### config.mk
export PLATFORM = sky130hd
export DESIGN_NAME = uart_rx_fifo
export DESIGN_NICKNAME = d
export VERILOG_FILES = /design/src/rtl/uart_rx_fifo.sv
export SDC_FILE = /design/constraint.sdc
export NUM_CORES = 1
export LEC_CHECK = 0
export ABC_AREA = 1
export BUFFER_PORTS_ARGS = -buffer_cell sky130_fd_sc_hd__buf_2
export CAP_MARGIN = 20
export CORE_AREA = 2 2 217 155
export CTS_CLUSTER_DIAMETER = 60
export DETAILED_ROUTE_END_ITERATION = 10
export DIE_AREA = 0 0 219 157
export GPL_TIMING_DRIVEN = 0
export PLACE_DENSITY_LB_ADDON = 0.08
export SYNTH_ARGS = -nofsm -noshare
export SYNTH_HDL_FRONTEND = slang
export SYNTH_SLANG_ARGS = --single-unit
### constraint.sdc
create_clock -name clk -period 3.4 [get_ports clk]
set_input_delay 0.51 -clock clk [delete_from_list [all_inputs] [get_ports clk]]
set_output_delay 0.51 -clock clk [all_outputs]
set_load 0.05 [all_outputs]
### src/rtl/uart_rx_fifo.sv
// UART receiver (runtime divider, 5..9 data bits, glitch/frame/break handling) feeding a
// first-word-fall-through receive FIFO. Define UART_RX_PARITY_EN to add one parity bit per frame.
module uart_rx_fifo #(
    parameter int unsigned CLKDIV     = 104,
    parameter int unsigned DATA_BITS  = 8,
    parameter int unsigned DEPTH      = 16,
    parameter int unsigned PARITY_ODD = 0
) (
    input  logic                   clk,
    input  logic                   reset,
    input  logic                   rx,
    input  logic                   div_we,
    input  logic [15:0]            div_in,
    output logic                   rd_valid,
    input  logic                   rd_ready,
    output logic [DATA_BITS-1:0]   rd_data,
    output logic                   rd_frame_err,
    output logic                   rd_parity_err,
    output logic [$clog2(DEPTH):0] level,
    output logic                   overflow,
    input  logic                   clr_overflow
);
    localparam int unsigned AW = $clog2(DEPTH);
    localparam int unsigned LW = AW + 1;
    localparam int unsigned BW = $clog2(DATA_BITS);
    localparam int unsigned DW = 16;
`ifdef UART_RX_PARITY_EN
    localparam int unsigned EW = DATA_BITS + 2;
    typedef enum logic [2:0] {S_IDLE, S_START, S_DATA, S_PARITY, S_STOP, S_BREAK} state_t;
`else
    localparam int unsigned EW = DATA_BITS + 1;
    typedef enum logic [2:0] {S_IDLE, S_START, S_DATA, S_STOP, S_BREAK} state_t;
`endif

    logic [1:0]           r_sync;
    logic                 r_rx_prev;
    logic                 w_rx_s;
    logic                 w_fall;
    logic [DW-1:0]        r_div;
    logic [DW-1:0]        r_div_act;
    logic [DW-1:0]        w_div_act_n;
    logic [DW-1:0]        r_cnt;
    logic [DW-1:0]        w_cnt_n;
    logic [DW-1:0]        w_half;
    logic [DW-1:0]        w_reload;
    logic                 w_tick;
    state_t               r_state;
    state_t               w_state_n;
    logic [DATA_BITS-1:0] r_shift;
    logic [DATA_BITS-1:0] w_shift_n;
    logic [BW-1:0]        r_bit;
    logic [BW-1:0]        w_bit_n;
    logic                 w_push;
    logic [EW-1:0]        w_entry;
`ifdef UART_RX_PARITY_EN
    logic                 r_par_err;
    logic                 w_par_err_n;
`else
    logic                 w_unused_par;
`endif

    // Two-flop synchronizer plus previous-value register for edge detection
    always_ff @(posedge clk) begin
        if (reset) begin
            r_sync    <= 2'b11;
            r_rx_prev <= 1'b1;
        end else begin
            r_sync    <= {r_sync[0], rx};
            r_rx_prev <= r_sync[1];
        end
    end

    assign w_rx_s = r_sync[1];
    assign w_fall = r_rx_prev & ~w_rx_s;

    // Programmed bit period; becomes active only at the next frame start
    always_ff @(posedge clk) begin
        if (reset) begin
            r_div <= DW'(CLKDIV);
        end else if (div_we) begin
            r_div <= (div_in < 16'd4) ? 16'd4 : div_in;
        end
    end

    assign w_half   = {1'b0, r_div[DW-1:1]} - 16'd1;
    assign w_reload = r_div_act - 16'd1;
    assign w_tick   = (r_cnt == '0);

    always_ff @(posedge clk) begin
        if (reset) begin
            r_state   <= S_IDLE;
            r_cnt     <= '0;
            r_div_act <= DW'(CLKDIV);
            r_shift   <= '0;
            r_bit     <= '0;
`ifdef UART_RX_PARITY_EN
            r_par_err <= 1'b0;
`endif
        end else begin
            r_state   <= w_state_n;
            r_cnt     <= w_cnt_n;
            r_div_act <= w_div_act_n;
            r_shift   <= w_shift_n;
            r_bit     <= w_bit_n;
`ifdef UART_RX_PARITY_EN
            r_par_err <= w_par_err_n;
`endif
        end
    end

    // Frame sequencing: every sample is taken where the down-counter reaches zero
    always_comb begin
        w_state_n   = r_state;
        w_cnt_n     = r_cnt;
        w_div_act_n = r_div_act;
        w_shift_n   = r_shift;
        w_bit_n     = r_bit;
        w_push      = 1'b0;
`ifdef UART_RX_PARITY_EN
        w_par_err_n = r_par_err;
`endif
        case (r_state)
            S_IDLE: begin
                if (w_fall) begin
                    w_state_n   = S_START;
                    w_cnt_n     = w_half;
                    w_div_act_n = r_div;
                end
            end
            S_START: begin
                if (!w_tick) begin
                    w_cnt_n = r_cnt - 16'd1;
                end else if (w_rx_s) begin
                    w_state_n = S_IDLE;
                end else begin
                    w_state_n = S_DATA;
                    w_cnt_n   = w_reload;
                    w_bit_n   = '0;
                end
            end
            S_DATA: begin
                if (!w_tick) begin
                    w_cnt_n = r_cnt - 16'd1;
                end else begin
                    w_shift_n = {w_rx_s, r_shift[DATA_BITS-1:1]};
                    w_cnt_n   = w_reload;
                    if (r_bit == BW'(DATA_BITS - 1)) begin
`ifdef UART_RX_PARITY_EN
                        w_state_n = S_PARITY;
`else
                        w_state_n = S_STOP;
`endif
                    end else begin
                        w_bit_n = r_bit + BW'(1);
                    end
                end
            end
`ifdef UART_RX_PARITY_EN
            S_PARITY: begin
                if (!w_tick) begin
                    w_cnt_n = r_cnt - 16'd1;
                end else begin
                    w_par_err_n = ^{r_shift, w_rx_s, 1'(PARITY_ODD)};
                    w_cnt_n     = w_reload;
                    w_state_n   = S_STOP;
                end
            end
`endif
            S_STOP: begin
                if (!w_tick) begin
                    w_cnt_n = r_cnt - 16'd1;
                end else begin
                    w_push    = 1'b1;
                    w_state_n = w_rx_s ? S_IDLE : S_BREAK;
                end
            end
            S_BREAK: begin
                if (w_rx_s) begin
                    w_state_n = S_IDLE;
                end
            end
            default: begin
                w_state_n = S_IDLE;
            end
        endcase
    end

`ifdef UART_RX_PARITY_EN
    assign w_entry = {r_par_err, ~w_rx_s, r_shift};
`else
    assign w_entry      = {~w_rx_s, r_shift};
    assign w_unused_par = 1'(PARITY_ODD);
`endif

    logic [EW-1:0] r_mem [DEPTH];
    logic [LW-1:0] r_wr;
    logic [LW-1:0] r_rd;
    logic [LW-1:0] r_level;
    logic [LW-1:0] w_wr_n;
    logic [LW-1:0] w_rd_n;
    logic [LW-1:0] w_level_n;
    logic [EW-1:0] r_head;
    logic [EW-1:0] w_head_n;
    logic          r_valid;
    logic          r_ovf;
    logic          w_pop;
    logic          w_full;
    logic          w_push_ok;
    logic          w_ovf_set;

    // FIFO bookkeeping; a full FIFO still accepts a push when a pop happens in the same cycle
    always_comb begin
        w_pop     = r_valid & rd_ready;
        w_full    = (r_level == LW'(DEPTH));
        w_push_ok = w_push & (~w_full | w_pop);
        w_ovf_set = w_push & w_full & ~w_pop;
        w_wr_n    = r_wr + LW'(w_push_ok);
        w_rd_n    = r_rd + LW'(w_pop);
        w_level_n = w_wr_n - w_rd_n;
        if (w_push_ok && (w_rd_n[AW-1:0] == r_wr[AW-1:0])) begin
            w_head_n = w_entry;
        end else begin
            w_head_n = r_mem[w_rd_n[AW-1:0]];
        end
    end

    always_ff @(posedge clk) begin
        if (w_push_ok) begin
            r_mem[r_wr[AW-1:0]] <= w_entry;
        end
    end

    // Registered head entry, zeroed whenever the FIFO is empty
    always_ff @(posedge clk) begin
        if (reset) begin
            r_wr    <= '0;
            r_rd    <= '0;
            r_level <= '0;
            r_valid <= 1'b0;
            r_head  <= '0;
            r_ovf   <= 1'b0;
        end else begin
            r_wr    <= w_wr_n;
            r_rd    <= w_rd_n;
            r_level <= w_level_n;
            r_valid <= (w_level_n != '0);
            r_head  <= (w_level_n != '0) ? w_head_n : '0;
            if (w_ovf_set) begin
                r_ovf <= 1'b1;
            end else if (clr_overflow) begin
                r_ovf <= 1'b0;
            end
        end
    end

    assign rd_valid     = r_valid;
    assign rd_data      = r_head[DATA_BITS-1:0];
    assign rd_frame_err = r_head[DATA_BITS];
`ifdef UART_RX_PARITY_EN
    assign rd_parity_err = r_head[DATA_BITS+1];
`else
    assign rd_parity_err = 1'b0;
`endif
    assign level        = r_level;
    assign overflow     = r_ovf;

endmodule

# Word level (Yosys, flattened, before mapping)
# Memory sizes are Yosys's and may differ from the RTL's. A register that Yosys moved wholly into a read port is not among the register bits.
# Cells that the tools add are included.
[word_totals]
reg_bits = 82
ramBits = 144
inputBits = 22
output_inout_bits = 17
memories = 1
[classes]
addsub = 7
order_cmp = 1
n_eq_ne = 16
muxes = 27
bitwise_logic = 10
reduce_logical = 12
[mem_list]
columns = ["memory", "depth", "width", "rd", "rd_clocked_by_memory_dff", "write_ports", "line_no", "rtl"]
rows = [
  ["r_mem", 16, 9, 1, 1, 1, "195", "logic [EW-1:0] r_mem [DEPTH];"],
]
[op_table]
columns = ["op", "n"]
rows = [
  ["$mux W16", 6],
  ["$pmux W16 S4", 1],
  ["$mux W3", 11],
  ["$sub A16 B1 Y16 const B", 2],
  ["$ne A2 B2 Y1 const B", 9],
  ["$logic_not A16 Y1", 1],
  ["$lt A16 B3 Y1 const B", 1],
  ["$sub A15 B1 Y16 const B", 1],
  ["$pmux W3 S5", 1],
  ["$add A5 B1 Y5", 2],
  ["$eq A3 B2 Y1 const B", 2],
  ["$eq A3 B3 Y1 const B", 2],
  ["$mux W1", 6],
  ["$pmux W3 S2", 1],
  ["$reduce_and A6 Y1", 1],
  ["$and A1 B1 Y1", 5],
  ["$eq A5 B5 Y1 const B", 1],
  ["$reduce_and A5 Y1", 1],
  ["$reduce_bool A5 Y1", 1],
  ["$sub A5 B5 Y5", 1],
  ["$not A1 Y1", 4],
  ["$reduce_and A2 Y1", 2],
  ["$reduce_and A4 Y1", 1],
  ["$reduce_bool A2 Y1", 2],
  ["8 further kinds", 8],
]

# Depth between registers and ports, before layout
[logic_depth]
ltp_word = 9
depth_mapped = 24
depth_no_buf = 23

# Worst setup path before layout
# No wires, ideal clock.
[synth_path]
path_type = "reg-to-reg"
from = "reg r_level[4], in the netlist level[4]"
to = "reg r_head[0], read port of r_mem"
arrival_ns = 2.927
required_ns = 3.290
path_slack_ns = 0.363
stages_incl_launch_ff = 17
synth_period_minus_slack_ns = 3.037
path_cell_list = "dfxtp_1 nand3_1 nor2_1 nor2_8 buf_8 ha_1 ha_1 inv_1 fa_1 o21bai_1 a21oi_1 inv_1 nand2_1 nand3_1 nand3_2 nand2_1 inv_1"
[synth_between]
elab_chain_len = 9
[synth_rtl]
columns = ["element", "line_no", "rtl"]
rows = [
  ["start, declared", "198", "logic [LW-1:0] r_level;"],
  ["start signal, assigned", "245", "r_level <= w_level_n;"],
  ["$eq A5 B5 Y1", "214", "w_full = (r_level == LW'(DEPTH));"],
  ["$not A1 Y1", "215", "w_push_ok = w_push & (~w_full | w_pop);"],
  ["$or A1 B1 Y1", "215", ""],
  ["$and A1 B1 Y1", "215", ""],
  ["$add A5 B1 Y5", "217", "w_wr_n = r_wr + LW'(w_push_ok);"],
  ["net w_wr_n[1]", "199", "logic [LW-1:0] w_wr_n;"],
  ["$sub A5 B5 Y5", "219", "w_level_n = w_wr_n - w_rd_n;"],
  ["$reduce_bool A5 Y1", "247", "r_head <= (w_level_n != '0) ? w_head_n : '0;"],
  ["$not A1 Y1 (no line)", "n/a", ""],
  ["$reduce_or A2 Y1 (no line)", "n/a", ""],
  ["end, declared", "202", "logic [EW-1:0] r_head;"],
]
# The timed path passes the listed nets, and every way through them passes these cells.
# A chain may end at the register's enable or synchronous reset.

# Final worst setup path
[layout_path]
from = "reg r_cnt[0]"
to = "reg r_head[5], read port of r_mem"
[layout_between]
elab_chain_len = 9
[layout_rtl]
columns = ["element", "line_no", "rtl"]
rows = [
  ["start, declared", "42", "logic [DW-1:0] r_cnt;"],
  ["start signal, assigned", "101", "r_cnt <= w_cnt_n;"],
  ["$logic_not A16 Y1", "87", "assign w_tick = (r_cnt == '0);"],
  ["$mux W1", "170", "if (!w_tick) begin"],
  ["$mux W1", "122", "case (r_state)"],
  ["$and A1 B1 Y1", "215", ""],
  ["$add A5 B1 Y5", "217", ""],
  ["net w_wr_n[1]", "199", ""],
  ["$sub A5 B5 Y5", "219", ""],
  ["$reduce_bool A5 Y1", "247", ""],
  ["$not A1 Y1 (no line)", "n/a", ""],
  ["$reduce_or A2 Y1 (no line)", "n/a", ""],
]
# The timed path passes the listed nets, and every way through them passes these cells.

==> impl_metrics.ini <==
[timing]
fin_crit_sh_pct = 93.91
skew_ns = 0.009218
slew-limit-headroom_pct = 30.05
slew_violations = 0
hold_violations = 0
setup_viol = 0
period_needed_ns = 3.193
worstMarginPinSlew_ns = 1.045
max_freq_mhz = 313.2
layout_setup_ws_ns = 0.2071

[min_path]
whs_path_depth = 2
hold_class = input pin to flip-flop
hold_start = rx
min_to = r_sync[0]$_SDFF_PP1_

[setup_path]
rr_worst_depth = 21
arrival_ns = 3.63
critPathKind = flip-flop to flip-flop
timing.rr.start = r_cnt[0]$_SDFFE_PP0P_
critPathLaunchType = flip-flop
endpoint_kind = flip-flop
r2r_end = r_head[5]$_SDFF_PP0_
cp_data_required_time_ns = 3.84
critPathMaxFanout = 5
reg2reg_setup_slack_ns = 0.21

[floorplanning]
rows = 55
design.core.area_um2 = 32070
ioPinCount = 39
die-area_um2 = 34380
die_h_um = 157
die_width_um = 219
start_util_pct = 34.98

[global_routing]
met3_usage_pct = 4.599
grt_pass1_wl_mm = 53.70
grt_remaining_overflow = 0
grt_max_degree = 24
grt_pass1_vias = 8699
grt_usage_pct = 20.96
met2_usage_pct = 27.61
antenna_found_initial = 0
use_met1_pct = 34.35
top_usage_layer = met1

[clock_tree]
clockBufferDepth = 3
clock_sinks = 235
clk_latency_ns = 0.54
h-tree-depth = 1
cts_tree = done
cts_root_buf = clkbuf_16
path_clk_slew_ns = 0.06
cts_buffers = 26
ctsHoldBuffers = 0

[synthesis]
ys_ff_latch = 235
synth_top_area_share_pct = 38.55
netlist_area_um2 = 11220
ys_types = 43
synth_top_area_cell = edfxtp_1
syn_inst = 1325
async_flop_share_pct = 0
ys_warn_count = 0
synth_edf_count = 144
syn_area_per_cell_um2 = 8.466
ys_top_cells_by_area = edfxtp_1 (39%), dfxtp_1 (16%), nand2_1 (9.7%)
yosysSeqAreaShare_pct = 54.79
synth_common_cells = nand2_1 (289), nor2_1 (254), edfxtp_1 (144)
synth_flop_cell = edfxtp_1
synth.most_common_cell = nand2_1
syn_nets = 1362

[placement]
gp_congestion = 0.8752
postPlaceCellArea_um2 = 11940
pre_cts_ws_ns = -0.08063
numPortBuffers = 37
dpl.hpwl_mm = 25.28

[routing]
vias = 9139
avgRoutedWirePerCell_um = 19.11
drt_iter0_markers = 774
routed_via_density = 4.959
drt_wl_total_mm = 35.22
drc = 0
first_pass_iters = 5
ant_nets = 0

[run]
maxCapViolCount = 0

[power_and_ir_drop]
irDropWorstVdd_mv = 0.4145
cellPowerDensity_nw_per_um2 = 791.0
power_leakage_uw = 0.005224
finalPower_uw = 10210

[finish]
stdcell_area_um2 = 12910
fin_nets = 1432
syn_to_final_growth_pct = 15.07
drive_gt1_share_pct = 10.53

[run_status]
outcome = finished, final reports clean
## metrics by stage
step / hold WS (ns) / util (%) / setup TNS, ns / cells
after floorplan: 0.3895 / - / 0 / 1325
after global placement: 0.3969 / 37.22 / -1.060 / 1789
after detailed placement: 0.3932 / 37.22 / -0.6695 / 1789
after CTS: 0.1277 / 39.95 / 0 / 1838
after global routing: 0.1400 / 40.24 / -0.01073 / 1842
final: 0.1463 / 40.25 / 0 / 1843
## cells in the final DEF, fill, tap and decap left out, drive strengths merged
cell | Yosys | layout
a31oi | 1 | 1
buf | 30 | 71
clkbuf | 21 | 55
o21bai | 1 | 1
or2 | 2 | 2
nand4 | 16 | 16
nand3 | 137 | 138
nor3 | 2 | 2
clkinvlp | 0 | 2
clkinv | 3 | 12
nand3b | 4 | 4
edfxtp | 144 | 144
diode | 0 | 1
nor2 | 264 | 264
nor4 | 4 | 4
conb | 1 | 1
ha | 14 | 14
inv | 101 | 101
o21a | 1 | 1
xor2 | 12 | 12
dfxtp | 91 | 91
bufinv | 0 | 3
and2 | 2 | 2
fa | 1 | 1
o211ai | 3 | 3
a21oi | 56 | 56
xnor2 | 3 | 3
a211oi | 7 | 7
nand2 | 295 | 295
o21ai | 109 | 109
## cell families after synthesis
kind of cell | Yosys count | share of synthesized area [%]
flops | 235 | 54.79
fa+ha+maj | 15 | 1.740
other cells | 1 | 0.03343
simple gates | 726 | 28.05
compound gates | 178 | 8.388
buf+inv | 155 | 5.823
xor+xnor | 15 | 1.171
## area by class of cell
class,count,area (um2)
diodes,1,2.502
plain buffers,51,262.8
clock buffers,34,711.9
clock inverters,14,146.4
fillers,3343,19160
inverters,104,390.4
multi-input cells,936,4498
flip-flops and latches,235,6146
well taps,427,534.3
repair buffers,41,215.2
## layer usage
layer | vias up | part of all wire (%)
met1 | 4335 | 54
li1 | 4549 | -
met3 | 30 | 7.3
met2 | 225 | 37
met4 | 0 | 1.3
met5 | - | 0
## how the worst max path moves through the flow
stage                                     start              endpoint  slack, ns
after detailed placement  r_cnt[0]$_SDFFE_PP0P_  r_head[1]$_SDFF_PP0_      -0.08
after global routing      r_cnt[0]$_SDFFE_PP0P_  r_head[4]$_SDFF_PP0_     -0.008
final                     r_cnt[0]$_SDFFE_PP0P_  r_head[5]$_SDFF_PP0_       0.21
after global placement    r_cnt[0]$_SDFFE_PP0P_  r_head[1]$_SDFF_PP0_      -0.12
after CTS                 r_cnt[0]$_SDFFE_PP0P_  r_head[3]$_SDFF_PP0_     0.0002
after floorplan             level[4]$_SDFF_PP0_  r_head[0]$_SDFF_PP0_       0.36
## flip-flops by register name (all words and copies together), names as in the netlist
register,flops
overflow,1
r_bit,3
r_state,3
r_cnt,16
r_sync,2
r_wr,5
r_div_act,16
rd_valid,1
r_div,16
r_shift,8
r_mem,144
r_head,9
level,5
r_rx_prev,1
r_rd,5
## timing repair
item                                    CTS  global route
endpoints found under the setup margin   10            12
setup buffers                             1             3
pin swaps                                 2             5
gates cloned                              0             1
resized for setup                         1            12
## critical path, stage by stage, from the launching register on
cell	delay, ns
dfxtp_1	0.32
inv_1	0.10
ha_2	0.21
inv_1	0.07
nor2_1	0.08
nand2_1	0.09
nor2_4	0.15
nand3_4	0.12
nor2_8	0.14
buf_8	0.11
ha_2	0.19
ha_4	0.14
inv_1	0.06
fa_1	0.47
o21bai_1	0.19
a21oi_2	0.10
inv_1	0.05
nand2_1	0.08
nand3_4	0.13
nand3_4	0.15
nand2_1	0.10
inv_1	0.04
## power by group
part / internal [uW] / switching, uW
combinational: 1130 / 2760
clock: 1700 / 1170
sequential: 3240 / 209
No activity file was read; power rests on OpenSTA's default activity.
